### src/rtl/xsim_msg_deframer.sv
// xsim_msg_deframer: splits a 32-bit beat stream into header-framed messages
// and queues one FIFO entry per payload word (or one entry for a header-only
// message). Malformed headers are counted; oversized messages are skipped.
module xsim_msg_deframer #(
  parameter int DEPTH     = 4,
  parameter int MAX_WORDS = 256
) (
  input  logic        CLK,
  input  logic        RST_N,
  input  logic        src_rdy,
  input  logic [31:0] beat,
  output logic        in_ready,
  output logic        msg_valid,
  input  logic        msg_ready,
  output logic [15:0] msg_method,
  output logic [31:0] msg_data,
  output logic        msg_first,
  output logic        msg_last,
  output logic        msg_empty,
  output logic [31:0] msg_count,
  output logic [15:0] err_count,
  output logic [1:0]  o_dbg_state
);

  // Handshake rules: a transfer happens on a rising CLK edge where valid and
  // ready are both high (src_rdy/in_ready upstream, msg_valid/msg_ready
  // downstream). A producer keeps valid and its data steady until that edge;
  // ready never depends combinationally on the other side's valid.

  localparam int          AW      = $clog2(DEPTH);
  localparam logic [31:0] LP_MAX  = 32'(MAX_WORDS);
  localparam logic [AW:0] PTR_ONE = (AW+1)'(1);

  typedef enum logic [1:0] {
    ST_HDR     = 2'd0,
    ST_PAYLOAD = 2'd1,
    ST_DROP    = 2'd2
  } state_t;

  typedef struct packed {
    logic [15:0] method;
    logic [31:0] data;
    logic        first;
    logic        last;
    logic        empty;
  } entry_t;

  state_t      r_state;
  state_t      w_state_nxt;
  logic [15:0] r_rem;
  logic [15:0] w_rem_nxt;
  logic [15:0] r_method;
  logic [15:0] w_method_nxt;
  logic        r_first;
  logic        w_first_nxt;
  logic        r_rdy_en;
  logic [31:0] r_msg_count;
  logic [15:0] r_err_count;

  entry_t      r_mem [DEPTH];
  logic [AW:0] r_wptr;
  logic [AW:0] r_rptr;

  logic        w_full;
  logic        w_fifo_empty;
  logic        w_in_ready;
  logic        w_accept;
  logic        w_pop;
  logic        w_push;
  entry_t      w_push_entry;
  entry_t      w_head;
  logic        w_msg_inc;
  logic        w_err_inc;
  logic [15:0] w_len;
  logic [15:0] w_hdr_method;

  assign w_len        = beat[15:0];
  assign w_hdr_method = beat[31:16];

  // Extra pointer bit distinguishes full from empty when indices match.
  assign w_fifo_empty = (r_wptr == r_rptr);
  assign w_full       = (r_wptr[AW] != r_rptr[AW]) &&
                        (r_wptr[AW-1:0] == r_rptr[AW-1:0]);

  // DROP never writes the FIFO, so it can always take beats; no bypass of a full FIFO.
  assign w_in_ready = r_rdy_en & ((r_state == ST_DROP) | ~w_full);
  assign w_accept   = src_rdy & w_in_ready;
  assign w_pop      = ~w_fifo_empty & msg_ready;

  // Next-state and push decode for the framing FSM.
  always_comb begin
    w_state_nxt  = r_state;
    w_rem_nxt    = r_rem;
    w_method_nxt = r_method;
    w_first_nxt  = r_first;
    w_push       = 1'b0;
    w_push_entry = '0;
    w_msg_inc    = 1'b0;
    w_err_inc    = 1'b0;
    case (r_state)
      ST_HDR: begin
        if (w_accept) begin
          if (w_len == 16'd0) begin
            w_err_inc = 1'b1;
          end else if ({16'd0, w_len} > LP_MAX) begin
            w_err_inc   = 1'b1;
            w_rem_nxt   = w_len - 16'd1;
            w_state_nxt = ST_DROP;
          end else if (w_len == 16'd1) begin
            w_push       = 1'b1;
            w_push_entry = '{method: w_hdr_method, data: 32'd0,
                             first: 1'b1, last: 1'b1, empty: 1'b1};
            w_msg_inc    = 1'b1;
          end else begin
            w_method_nxt = w_hdr_method;
            w_rem_nxt    = w_len - 16'd1;
            w_first_nxt  = 1'b1;
            w_state_nxt  = ST_PAYLOAD;
          end
        end
      end
      ST_PAYLOAD: begin
        if (w_accept) begin
          w_push       = 1'b1;
          w_push_entry = '{method: r_method, data: beat, first: r_first,
                           last: (r_rem == 16'd1), empty: 1'b0};
          w_first_nxt  = 1'b0;
          w_rem_nxt    = r_rem - 16'd1;
          if (r_rem == 16'd1) begin
            w_msg_inc   = 1'b1;
            w_state_nxt = ST_HDR;
          end
        end
      end
      ST_DROP: begin
        if (w_accept) begin
          w_rem_nxt = r_rem - 16'd1;
          if (r_rem == 16'd1) begin
            w_state_nxt = ST_HDR;
          end
        end
      end
      default: begin
        w_state_nxt = ST_HDR;
      end
    endcase
  end

  // FSM state, framing context, counters and FIFO pointers.
  always_ff @(posedge CLK or negedge RST_N) begin
    if (!RST_N) begin
      r_state     <= ST_HDR;
      r_rem       <= 16'd0;
      r_method    <= 16'd0;
      r_first     <= 1'b0;
      r_rdy_en    <= 1'b0;
      r_msg_count <= 32'd0;
      r_err_count <= 16'd0;
      r_wptr      <= '0;
      r_rptr      <= '0;
    end else begin
      r_state     <= w_state_nxt;
      r_rem       <= w_rem_nxt;
      r_method    <= w_method_nxt;
      r_first     <= w_first_nxt;
      r_rdy_en    <= 1'b1;
      r_msg_count <= r_msg_count + {31'd0, w_msg_inc};
      if (w_err_inc && (r_err_count != 16'hFFFF)) begin
        r_err_count <= r_err_count + 16'd1;
      end
      if (w_push) begin
        r_wptr <= r_wptr + PTR_ONE;
      end
      if (w_pop) begin
        r_rptr <= r_rptr + PTR_ONE;
      end
    end
  end

  // FIFO storage; contents are meaningless until the write pointer covers them.
  always_ff @(posedge CLK) begin
    if (w_push) begin
      r_mem[r_wptr[AW-1:0]] <= w_push_entry;
    end
  end

  assign w_head      = r_mem[r_rptr[AW-1:0]];
  assign in_ready    = w_in_ready;
  assign msg_valid   = ~w_fifo_empty;
  assign msg_method  = msg_valid ? w_head.method : 16'd0;
  assign msg_data    = msg_valid ? w_head.data   : 32'd0;
  assign msg_first   = msg_valid & w_head.first;
  assign msg_last    = msg_valid & w_head.last;
  assign msg_empty   = msg_valid & w_head.empty;
  assign msg_count   = r_msg_count;
  assign err_count   = r_err_count;
  assign o_dbg_state = r_state;

endmodule
### config.mk
export PLATFORM = sky130hd
export DESIGN_NAME = xsim_msg_deframer
export DESIGN_NICKNAME = d
export VERILOG_FILES = /design/src/rtl/xsim_msg_deframer.sv
export SDC_FILE = /design/constraint.sdc
export NUM_CORES = 1
export LEC_CHECK = 0
export CAP_MARGIN = 10
export CORE_MARGIN = 2
export CORE_UTILIZATION = 55
export CTS_BUF_LIST = sky130_fd_sc_hd__clkbuf_16
export DETAILED_ROUTE_END_ITERATION = 7
export GPL_ROUTABILITY_DRIVEN = 1
export PLACE_DENSITY = 0.79
export SLEW_MARGIN = 20
export SYNTH_ARGS = -nofsm -noshare
export SYNTH_HDL_FRONTEND = slang
export SYNTH_SLANG_ARGS = --single-unit
export TNS_END_PERCENT = 100
### constraint.sdc
create_clock -name CLK -period 4.4 [get_ports CLK]
set_input_delay 0.88 -clock CLK [delete_from_list [all_inputs] [get_ports CLK]]
set_output_delay 0.88 -clock CLK [all_outputs]
set_load 0.005 [all_outputs]
==> impl_summary.log, run 1 <==
INFO  metric critical_path.startpoint = r_rptr[0]
INFO  metric leakage = 5.97 nW
INFO  metric dp_cells = 1294
INFO  metric post_synthesis_to_final_layout_area_growth = 21.7%
INFO  metric worst-path-stages = 5
INFO  metric mappedNetlistNets = 909
INFO  metric timing.critical_path.required = 3520 ps
INFO  metric setup.worst_path.end_class = primary output
INFO  metric routed_wire_length_per_instance = 21.3 µm
INFO  metric remaining_drc_errors = 0
INFO  metric tightest_slew = 1060 ps
INFO  metric ys_async_sr_fraction = 30.6%
INFO  metric crit_end = msg_first
INFO  metric fin_setup_tns = 0 ps
INFO  metric worst_r2r_endpoint = msg_count[24]
INFO  metric report.final.slew_viol_count = 0
INFO  metric tritoncts = built
INFO  metric antenna_found_initial = 1
INFO  metric ratio_of_cells_with_drive_above_1_in_the_final_layout = 15.6%
INFO  metric routed_wirelength = 28600 µm
INFO  metric synth.avg_cell_area = 15.1 µm²
INFO  metric critical_path.cell_chain = xnor2_1 > nand3b_1 > buf_4 > and2_1 > clkdlybuf4s50_1
INFO  metric most_common_cell_in_the_netlist = edfxtp_1
INFO  metric worstPathMaxFanout = 54
INFO  metric total_cts_buffers = 28
INFO  metric final_net_count = 1057
INFO  metric die-height = 157 µm
INFO  metric power.density_cell_area = 488 mW/mm²
INFO  metric drt_first_pass_iters = 5
INFO  metric grt_setup_unrepaired = no
INFO  metric clock-skew-final = 7.24 ps
INFO  metric routed-via-count = 7957
INFO  metric irDropWorstVdd = 0.335 mV
INFO  metric gp_congestion = 0.861
INFO  metric critPathArrivalTime = 2840 ps
INFO  metric vias_per_cell = 5.91
INFO  metric syn_inst = 857
INFO  metric synth_edf_count = 204
INFO  metric initial_util = 55.5%
INFO  metric num_rows = 56
INFO  metric cts_repair_resize_count = 0
INFO  metric slew_headroom = 29.2%
INFO  metric grt_first_pass_wirelength = 45500 µm
INFO  metric buffer_ports.inserted = 138
INFO  metric timing.critical_path.from_type = register
INFO  metric worst-path-buf-inv = 2
INFO  metric finalNonFillerCells = 1346
INFO  metric r2r_setup_slack = 1030 ps
INFO  metric timing.final.crit_period = 3720 ps
INFO  metric path_clk_slew = 60 ps
INFO  metric postCtsHoldBufs = 0
INFO  metric fp.dieArea = 0.0247 mm²
INFO  metric timing_worst_setup_path_type = reg -> out
INFO  metric synth_area = 0.0129 mm²
INFO  metric antenna_violating_nets_post_route = 0
INFO  metric io-pin-count = 139
INFO  metric timing_hold_violations_final = 0
INFO  metric antenna_cells_inserted = 0
INFO  metric netlist-cell-type-count = 56
INFO  metric synth_top_area_cell = edfxtp_1
INFO  metric hpwl = 18100 µm
INFO  metric fmax = 269 MHz
INFO  metric ctsHtreeMaxLevel = 1
INFO  metric number_of_clock_sinks = 294
INFO  metric reg2reg_depth = 10
INFO  metric setup-violations-final = 0
INFO  metric critical_path.top_delay_family = buffers and inverters
INFO  metric critical-path-max-stage-delay = 640 ps
INFO  metric grt-ovfl-total = 0
INFO  metric placeableCoreArea = 0.0233 mm²
INFO  metric netlist_top_cells_area = edfxtp_1, dfrtp_1, mux4_2
INFO  metric dieWidth = 157 µm
INFO  metric clk_latency = 530 ps
INFO  metric largest_net_degree_at_the_start_of_global_routing = 61
INFO  metric min_period_over_period = 84.6%
INFO  metric netlist_top_cells_count = edfxtp_1, dfrtp_1, and2_1
INFO  metric synth.yosys.seq_area_share = 64.9%
INFO  metric post-cts-setup-buffer-count = 0
INFO  metric yosys_register_bits = 294
INFO  metric count_of_warnings_emitted_by_yosys = 0
INFO  metric worst_hold_path_type = in -> async
INFO  metric global_route.usage.total = 23.9%
INFO  metric status = finished clean
INFO  metric timing.rr.start = r_rem[10]
INFO  metric cpMaxStageDelayCell = dfrtp_4
INFO  metric clockBufferDepth = 3
INFO  metric synthFlopType = edfxtp_1
INFO  metric max_cap_violations = 0
INFO  metric number_of_global_route_vias_before_repair = 8216
INFO  metric area_fraction_of_the_dominant_cell_type_after_synthesis = 47.4%
INFO  metric cts.root.buffer_cell = clkbuf_16
INFO  metric drt_first_iter_violations = 549
-- routing by layer --
metal,vias to the layer above,routed length [µm],global-route usage (%),part of all wire [%]
met5,-,11,0,0.038
met4,2,595,6.06,2.1
met3,49,1970,4.13,6.9
met2,318,14100,40.2,49
met1,3993,11900,32.7,42
li1,3595,-,-,-
-- placed cells by master, fill, tap and decap left out, drive strengths merged, types with 8 or more instances in the layout --
cell,instances
edfxtp,204
clkdlybuf4s50,137
dfrtp,90
and2,59
mux4,51
nand2,42
and3,40
nand3,37
xor2,33
xnor2,30
clkbuf,30
inv,27
buf,27
a22o,23
nor2,22
mux2,18
ha,16
nor4,14
o21ai,13
nand4,12
nor3,10
a21oi,10
a31oi,9
and4,8
clkinv,8
-- metrics by stage --
stage                     hold WS [ps]  worst slack [ps]  total power, mW  util (%)  area [µm²]
final                              432               676             7.66      67.5       15700
after global routing               491               476             8.00      67.5       15700
after floorplan                    464               815             4.42         -       12900
after detailed placement           473               371             5.33      63.5       14800
after global placement             465               464             5.30      63.5       14800
after CTS                          462               613             7.72      67.5       15700
-- worst reg2reg max path: cells and delay by family (launching register included) --
family / cells / cell delay [ps]
adders and majority gates: 2 / 470
xor gates and xnor gates: 1 / 130
DFF: 1 / 400
and+or+nand+nor: 6 / 1930
AOI/OAI and AO/OA: 1 / 350
-- logic make-up (layout without fill, tap and decap cells) --
| kind of cell | count (synthesis) | in the layout | share of synthesized area [%] |
|---|---|---|---|
| compound gates | 85 | 85 | 4.93 |
| xor+xnor | 63 | 63 | 4.27 |
| fa+ha+maj | 16 | 16 | 1.55 |
| buf+inv | 62 | 232 | 1.95 |
| flops | 294 | 294 | 64.9 |
| mux | 71 | 71 | 10.6 |
| other cells | 1 | 1 | 0.0290 |
| simple gates | 265 | 265 | 11.8 |
-- how the worst min path moves through the flow --
stage | endpoint | slack, ps | start
4_1_cts | msg_count[9] | 460 | RST_N
2_1_floorplan | r_rptr[2] | 460 | r_rptr[2]
5_1_grt | msg_count[13] | 490 | RST_N
6_report | msg_count[13] | 430 | RST_N
3_5_place_dp | msg_count[31] | 470 | msg_count[31]
3_3_place_gp | msg_count[31] | 460 | msg_count[31]
-- power by group --
part	switching (mW)	internal, mW	total, mW
Clock	0.989	1.40	2.39
Combinational	0.903	1.11	2.02
Sequential	0.200	3.05	3.25
Total	2.09	5.57	7.66
-- sequential cells by signal, summed over array words and instances, names as in the netlist, 2 cells and up --
signal	cells
msg_count	32
r_method	16
err_count	16
r_rem	16
r_rptr	3
o_dbg_state	2
r_wptr	3
r_mem	204
-- cell type report --
type | instances | area, µm²
Sequential cell | 294 | 8380
Fill cell | 1622 | 7550
Multi-Input combinational cell | 501 | 4300
Timing Repair Buffer | 164 | 1640
Clock buffer | 30 | 751
Tap cell | 319 | 399
Clock inverter | 22 | 176
Inverter | 16 | 60.1
No activity file was read; power rests on OpenSTA's default activity.
==> run 2: changes to the inputs <==
--- a/config.mk
+++ b/config.mk
@@ -7,11 +7,11 @@
 export LEC_CHECK = 0
 export CAP_MARGIN = 10
 export CORE_MARGIN = 2
-export CORE_UTILIZATION = 55
+export CORE_UTILIZATION = 51
 export CTS_BUF_LIST = sky130_fd_sc_hd__clkbuf_16
 export DETAILED_ROUTE_END_ITERATION = 7
 export GPL_ROUTABILITY_DRIVEN = 1
-export PLACE_DENSITY = 0.79
+export PLACE_DENSITY = 0.77
 export SLEW_MARGIN = 20
 export SYNTH_ARGS = -nofsm -noshare
 export SYNTH_HDL_FRONTEND = slang
==> constraint.sdc (replaced) <==
create_clock -name CLK -period 3.1 [get_ports CLK]
set_input_delay 0.62 -clock CLK [delete_from_list [all_inputs] [get_ports CLK]]
set_output_delay 0.62 -clock CLK [all_outputs]
set_load 0.005 [all_outputs]
==> impl_summary.log, run 2 (same netlist as run 1, synthesis figures left out) <==
INFO  metric timing.final.crit_period = 3060 ps
INFO  metric dp_worst_setup_slack = -432 ps (was 371 ps)
INFO  metric cts.root.buffer_cell = clkbuf_16 (unchanged)
INFO  metric setup.worst_path.end_class = primary output (unchanged)
INFO  metric remaining_drc_errors = 0 (unchanged)
INFO  metric setup-violations-final = 0 (unchanged)
INFO  metric gp_congestion = 0.853 (was 0.861)
INFO  metric fp.dieArea = 0.0266 mm² (was 0.0247 mm²)
INFO  metric antenna_found_initial = 2 (was 1)
INFO  metric post_synthesis_to_final_layout_area_growth = 27.1% (was 21.7%)
INFO  metric power.density_cell_area = 692 mW/mm² (was 488 mW/mm²)
INFO  metric number_of_clock_sinks = 294 (unchanged)
INFO  metric routed-via-count = 8200 (was 7957)
INFO  metric dieWidth = 163 µm (was 157 µm)
INFO  metric vias_per_cell = 5.81 (was 5.91)
INFO  metric largest_register_ff_count = 204 (unchanged)
INFO  metric drt_first_pass_iters = 6 (was 5)
INFO  metric ratio_of_cells_with_drive_above_1_in_the_final_layout = 21.9% (was 15.6%)
INFO  metric slew_headroom = 35.1% (was 29.2%)
INFO  metric number_of_global_route_vias_before_repair = 8355 (was 8216)
INFO  metric layout_common_cells = edfxtp_1, clkdlybuf4s50_1, dfrtp_1 (unchanged)
INFO  metric worst_hold_path_type = in -> async (unchanged)
INFO  metric max_cap_violations = 0 (unchanged)
INFO  metric irDropWorstVdd = 0.499 mV (was 0.335 mV)
INFO  metric leakage = 6.47 nW (was 5.97 nW)
INFO  metric placeableCoreArea = 0.0250 mm² (was 0.0233 mm²)
INFO  metric layout_commonest_cell = edfxtp_1 (unchanged)
INFO  metric initial_util = 51.6% (was 55.5%)
INFO  metric fill_cells = 1788 (was 1622)
INFO  metric final_core_utilization = 65.6% (was 67.5%)
INFO  metric path_clk_slew = 60 ps (about the same)
INFO  metric total_cts_buffers = 30 (was 28)
INFO  metric status = finished clean (unchanged)
INFO  metric clock-skew-final = 9.38 ps (was 7.24 ps)
INFO  metric tritoncts = built (unchanged)
INFO  metric timing_hold_violations_final = 0 (unchanged)
INFO  metric report.final.slew_viol_count = 0 (unchanged)
INFO  metric global_route.usage.total = 22.4% (was 23.9%)
INFO  metric num_rows = 58 (was 56)
INFO  metric min_period_over_period = 98.6%
INFO  metric routed_wirelength = 29400 µm (was 28600 µm)
INFO  metric antenna_violating_nets_post_route = 0 (unchanged)
INFO  metric largest_net_degree_at_the_start_of_global_routing = 55 (was 61)
INFO  metric die-height = 163 µm (was 157 µm)
INFO  metric clk_latency = 550 ps (was 530 ps)
INFO  metric io-pin-count = 139 (unchanged)
INFO  metric routed_wire_length_per_instance = 20.9 µm (was 21.3 µm)
INFO  metric grt-ovfl-total = 0 (unchanged)
INFO  metric worstPathMaxFanout = 19 (was 54)
INFO  metric ctsHtreeMaxLevel = 1 (unchanged)
INFO  metric hpwl = 18600 µm (was 18100 µm)
INFO  metric grt_setup_unrepaired = yes (was no)
INFO  metric timing_worst_setup_path_type = reg -> out (unchanged)
INFO  metric critPathArrivalTime = 2440 ps (was 2840 ps)
INFO  metric fmax = 327 MHz
INFO  metric grt_first_pass_wirelength = 46000 µm (was 45500 µm)
INFO  metric buffer_ports.inserted = 138 (unchanged)
INFO  metric final.setup.worst_slack = 44.4 ps (was 676 ps)
INFO  metric final_net_count = 1108 (was 1057)
INFO  metric timing.critical_path.required = 2480 ps (was 3520 ps)
INFO  metric postCtsHoldBufs = 0 (unchanged)
INFO  metric drt_first_iter_violations = 548 (was 549)
INFO  metric timing.critical_path.from_type = register (unchanged)
INFO  metric tightest_slew = 972 ps (was 1060 ps)
INFO  metric clockBufferDepth = 3 (unchanged)
INFO  metric final.hold.worst_slack = 92.9 ps (was 432 ps)
[run 2: cell types whose count changed in the layout (fill, tap and decap cells not counted), moves of 3 or more]
cell	previous run	this run
inv_2	5	1
dlymetal6s2s_1	0	11
and4_1	8	5
and2_4	0	12
and2_1	56	44
clkinvlp_4	0	4
buf_4	22	63
nor4_4	0	3
clkdlybuf4s50_1	137	109
buf_12	5	10
dlygate4sd2_1	0	17
[run 2: worst paths after layout]
path / to / cells after the start / start / slack (ps)
worst min register to register: msg_count[31] / 1 / msg_count[31] / 470
worst min-delay path: msg_count[7] / 1 / RST_N / 90
worst max register to register: msg_count[24] / 11 / r_rem[8] / 190
min in group CLK: msg_count[31] / 1 / msg_count[31] / 470
worst max-delay path: msg_data[9] / 4 / r_rptr[0] / 40
max in group asynchronous: r_method[3] / 2 / RST_N / 2300
[run 2: cell type report]
cell class | instances | area (µm²) | area share, %
Sequential cell | 294 | 8380 | 51.1
Tap cell | 330 | 413 | 2.52
Clock buffer | 31 | 776 | 4.73
Antenna cell | 1 | 2.50 | 0.0152
Timing Repair Buffer | 213 | 2120 | 12.9
Clock inverter | 25 | 248 | 1.51
Multi-Input combinational cell | 501 | 4420 | 26.9
Inverter | 16 | 60.1 | 0.366
[run 2: metrics by stage]
step | cell area (µm²) | TNS (ps) | std cells | power (mW)
final | 16400 | 0 | 1411 | 11.4
after global routing | 16400 | -768 | 1410 | 11.9
after CTS | 16300 | -195 | 1409 | 11.5
after detailed placement | 15200 | -36610 | 1352 | 7.67
after global placement | 15200 | -23800 | 1352 | 7.60
after floorplan | 12900 | -25.0 | 857 | 6.28
[run 2: timing repair]
item | 4_1_cts | 5_1_grt
endpoints found under the setup margin | 51 | 44
resized for setup | 35 | 27
cloned | 1 | 0
buffers inserted | 0 | 1
pin swaps | 0 | 5
[run 2: metal layers]
layer  GRT usage [%]  share of wire [%]  up-vias
met1            30.3                 41     4147
met3            4.42                6.6       51
met2            37.8                 50      310
met4            5.63                1.9        2
li1                -                  -     3690
met5               0              0.037        -
[run 2: where the power goes]
| group | switching [mW] | internal, mW | total, mW |
|---|---|---|---|
| Sequential | 0.236 | 4.34 | 4.57 |
| Clock | 1.48 | 2.22 | 3.70 |
| Combinational | 1.40 | 1.69 | 3.09 |
[run 2: worst max-delay path, stage by stage (launching register included)]
cell	delay, ps
dfrtp_4	530
buf_16	230
mux4_2	510
and2_1	180
clkdlybuf4s50_1	440
==> run 3: changes to the inputs <==
--- a/config.mk
+++ b/config.mk
@@ -12,6 +12,7 @@
 export DETAILED_ROUTE_END_ITERATION = 7
 export GPL_ROUTABILITY_DRIVEN = 1
 export PLACE_DENSITY = 0.77
+export SETUP_SLACK_MARGIN = 0.05
 export SLEW_MARGIN = 20
 export SYNTH_ARGS = -nofsm -noshare
 export SYNTH_HDL_FRONTEND = slang
==> impl_summary.log, run 3 (same netlist as run 1, synthesis figures left out) <==
INFO  metric status = finished clean (unchanged)
INFO  metric totalPowerFinal = 11.8 mW (was 11.4 mW)
INFO  metric antenna_found_initial = 1 (was 2)
INFO  metric cts.root.buffer_cell = clkbuf_16 (unchanged)
INFO  metric regArea = 0.00838 mm² (unchanged)
INFO  metric pwr-share-comb = 32.8% (was 27.2%)
INFO  metric layout_commonest_cell = edfxtp_1 (unchanged)
INFO  metric grt-ovfl-total = 0 (unchanged)
INFO  metric number_of_clock_sinks = 294 (unchanged)
INFO  metric routed-via-count = 8478 (was 8200)
INFO  metric dp_worst_setup_slack = -431 ps (was -432 ps)
INFO  metric final_core_utilization = 67.3% (was 65.6%)
INFO  metric die-height = 163 µm (unchanged)
INFO  metric report.final.slew_viol_count = 0 (unchanged)
INFO  metric drt_first_iter_violations = 666 (was 548)
INFO  metric critPathArrivalTime = 2410 ps (was 2440 ps)
INFO  metric drt_first_pass_iters = 5 (was 6)
INFO  metric total_cts_buffers = 29 (was 30)
INFO  metric worstPathMaxFanout = 5 (was 19)
INFO  metric clockBufferDepth = 3 (unchanged)
INFO  metric remaining_drc_errors = 0 (unchanged)
INFO  metric path_clk_slew = 60 ps (about the same)
INFO  metric routed_wire_length_per_instance = 22.4 µm (was 20.9 µm)
INFO  metric tritoncts = built (unchanged)
INFO  metric buffer_ports.inserted = 138 (unchanged)
INFO  metric multi_input_comb_area = 0.00442 mm² (about the same)
INFO  metric min_period_over_period = 97.6% (was 98.6%)
INFO  metric vias_per_cell = 5.86 (was 5.81)
INFO  metric final.hold.worst_slack = 158 ps (was 92.9 ps)
INFO  metric clock-skew-final = 19.2 ps (was 9.38 ps)
INFO  metric largest_register_ff_count = 204 (unchanged)
INFO  metric io-pin-count = 139 (unchanged)
INFO  metric power_report.internal_total = 8.42 mW (was 8.24 mW)
INFO  metric timing_hold_violations_final = 0 (unchanged)
INFO  metric largest_net_degree_at_the_start_of_global_routing = 58 (was 55)
INFO  metric worst_hold_path_type = in -> async (unchanged)
INFO  metric num_rows = 58 (unchanged)
INFO  metric max_cap_violations = 0 (unchanged)
INFO  metric final_net_count = 1146 (was 1108)
INFO  metric finalNonFillerCells = 1447 (was 1411)
INFO  metric timing.critical_path.required = 2480 ps (about the same)
INFO  metric final.setup.worst_slack = 73.6 ps (was 44.4 ps)
INFO  metric share_seq_of_total_power = 38.9% (was 40.2%)
INFO  metric timing.critical_path.from_type = register (unchanged)
INFO  metric global_route.usage.total = 23.7% (was 22.4%)
INFO  metric grt_first_pass_wirelength = 48100 µm (was 46000 µm)
INFO  metric final_standard_cell_area_without_fillers = 0.0168 mm² (was 0.0164 mm²)
INFO  metric dp_cells = 1351 (was 1352)
INFO  metric antenna_violating_nets_post_route = 0 (unchanged)
INFO  metric post_synthesis_to_final_layout_area_growth = 30.5% (was 27.1%)
INFO  metric tightest_slew = 1020 ps (was 972 ps)
INFO  metric routed_wirelength = 32300 µm (was 29400 µm)
INFO  metric ctsHtreeMaxLevel = 1 (unchanged)
INFO  metric setup.worst_path.end_class = primary output (unchanged)
INFO  metric grt_setup_unrepaired = yes (unchanged)
INFO  metric leakage = 6.80 nW (was 6.47 nW)
INFO  metric timing_worst_setup_path_type = reg -> out (unchanged)
INFO  metric number_of_global_route_vias_before_repair = 8510 (was 8355)
INFO  metric postPlaceCellArea = 0.0153 mm² (was 0.0152 mm²)
INFO  metric dieWidth = 163 µm (unchanged)
INFO  metric switching_portion_of_total_power = 28.4% (was 27.5%)
INFO  metric timing.final.crit_period = 3030 ps (was 3060 ps)
INFO  metric p_clk_share = 28.3% (was 32.6%)
INFO  metric slew_headroom = 32.1% (was 35.1%)
INFO  metric clk_latency = 540 ps (was 550 ps)
INFO  metric layout_common_cells = edfxtp_1, dfrtp_1, clkdlybuf4s50_1 (was edfxtp_1, clkdlybuf4s50_1, dfrtp_1)
INFO  metric setup-violations-final = 0 (unchanged)
INFO  metric gp_congestion = 0.882 (was 0.853)
INFO  metric power.density_cell_area = 698 mW/mm² (was 692 mW/mm²)
INFO  metric power.switching = 3.34 mW (was 3.12 mW)
INFO  metric initial_util = 51.6% (unchanged)
INFO  metric fill_cells = 1679 (was 1788)
INFO  metric placeableCoreArea = 0.0250 mm² (unchanged)
INFO  metric fmax = 330 MHz (was 327 MHz)
INFO  metric irDropWorstVdd = 0.635 mV (was 0.499 mV)
INFO  metric fp.dieArea = 0.0266 mm² (unchanged)
INFO  metric ratio_of_cells_with_drive_above_1_in_the_final_layout = 23.3% (was 21.9%)
INFO  metric hpwl = 18300 µm (was 18600 µm)
INFO  metric fin_setup_tns = 0 ps (unchanged)
==> run 3: cell count changes in the layout (fill, tap and decap cells not counted), moves of 5 or more <==
cell / before / now
clkdlybuf4s50_1: 109 / 86
buf_4: 63 / 85
dlygate4sd2_1: 17 / 37
buf_12: 10 / 18
buf_16: 2 / 8
inv_1: 22 / 28
clkinv_2: 6 / 1
==> run 3: final cells by class <==
cell class,count,area share [%]
Inverter,16,0.357
Sequential cell,294,49.8
Multi-Input combinational cell,501,26.3
Clock buffer,30,4.46
Antenna cell,1,0.0149
Timing Repair Buffer,252,15.8
Clock inverter,23,0.891
Tap cell,330,2.45
==> run 3: what timing repair did <==
action | 4_1_cts | 5_1_grt
hold buffers | 0 | 0
setup endpoints to repair | 56 | 26
setup buffers | 5 | 27
gates resized for setup | 62 | 25
pin swaps | 1 | 4
cloned | 7 | 3
==> run 3: power groups by stage <==
stage / logic [mW] / registers, mW / clock network (mW)
after CTS: 3.46 / 4.55 / 3.36
after detailed placement: 3.05 / 4.61 / 0
final: 3.86 / 4.57 / 3.33
after floorplan: 1.72 / 4.56 / 0
after global routing: 4.12 / 4.59 / 3.55
after global placement: 3.01 / 4.60 / 0
==> run 3: critical path, stage by stage (launching register included) <==
cell           delay (ps)
dfrtp_4               530
buf_12                170
clkbuf_16             160
buf_4                 150
mux4_2                420
and2_1                170
dlygate4sd2_1         270
==> run 3: final timing paths <==
path	from	end	slack [ps]	cells past startpoint
setup / recovery	r_rptr[0]	msg_data[11]	70	6
hold / removal	RST_N	msg_count[22]	160	1
setup reg to reg	r_rptr[0]	msg_count[10]	260	13
hold reg to reg	msg_count[31]	msg_count[31]	480	1
max in group asynchronous	RST_N	r_method[4]	2220	2
min in group CLK	msg_count[31]	msg_count[31]	480	1
==> run 3: routing by layer <==
metal	track usage [%]	wire length, µm
met5	0	0
met1	31.6	13100
met3	4.75	2290
met2	39.3	16100
met4	8.25	893
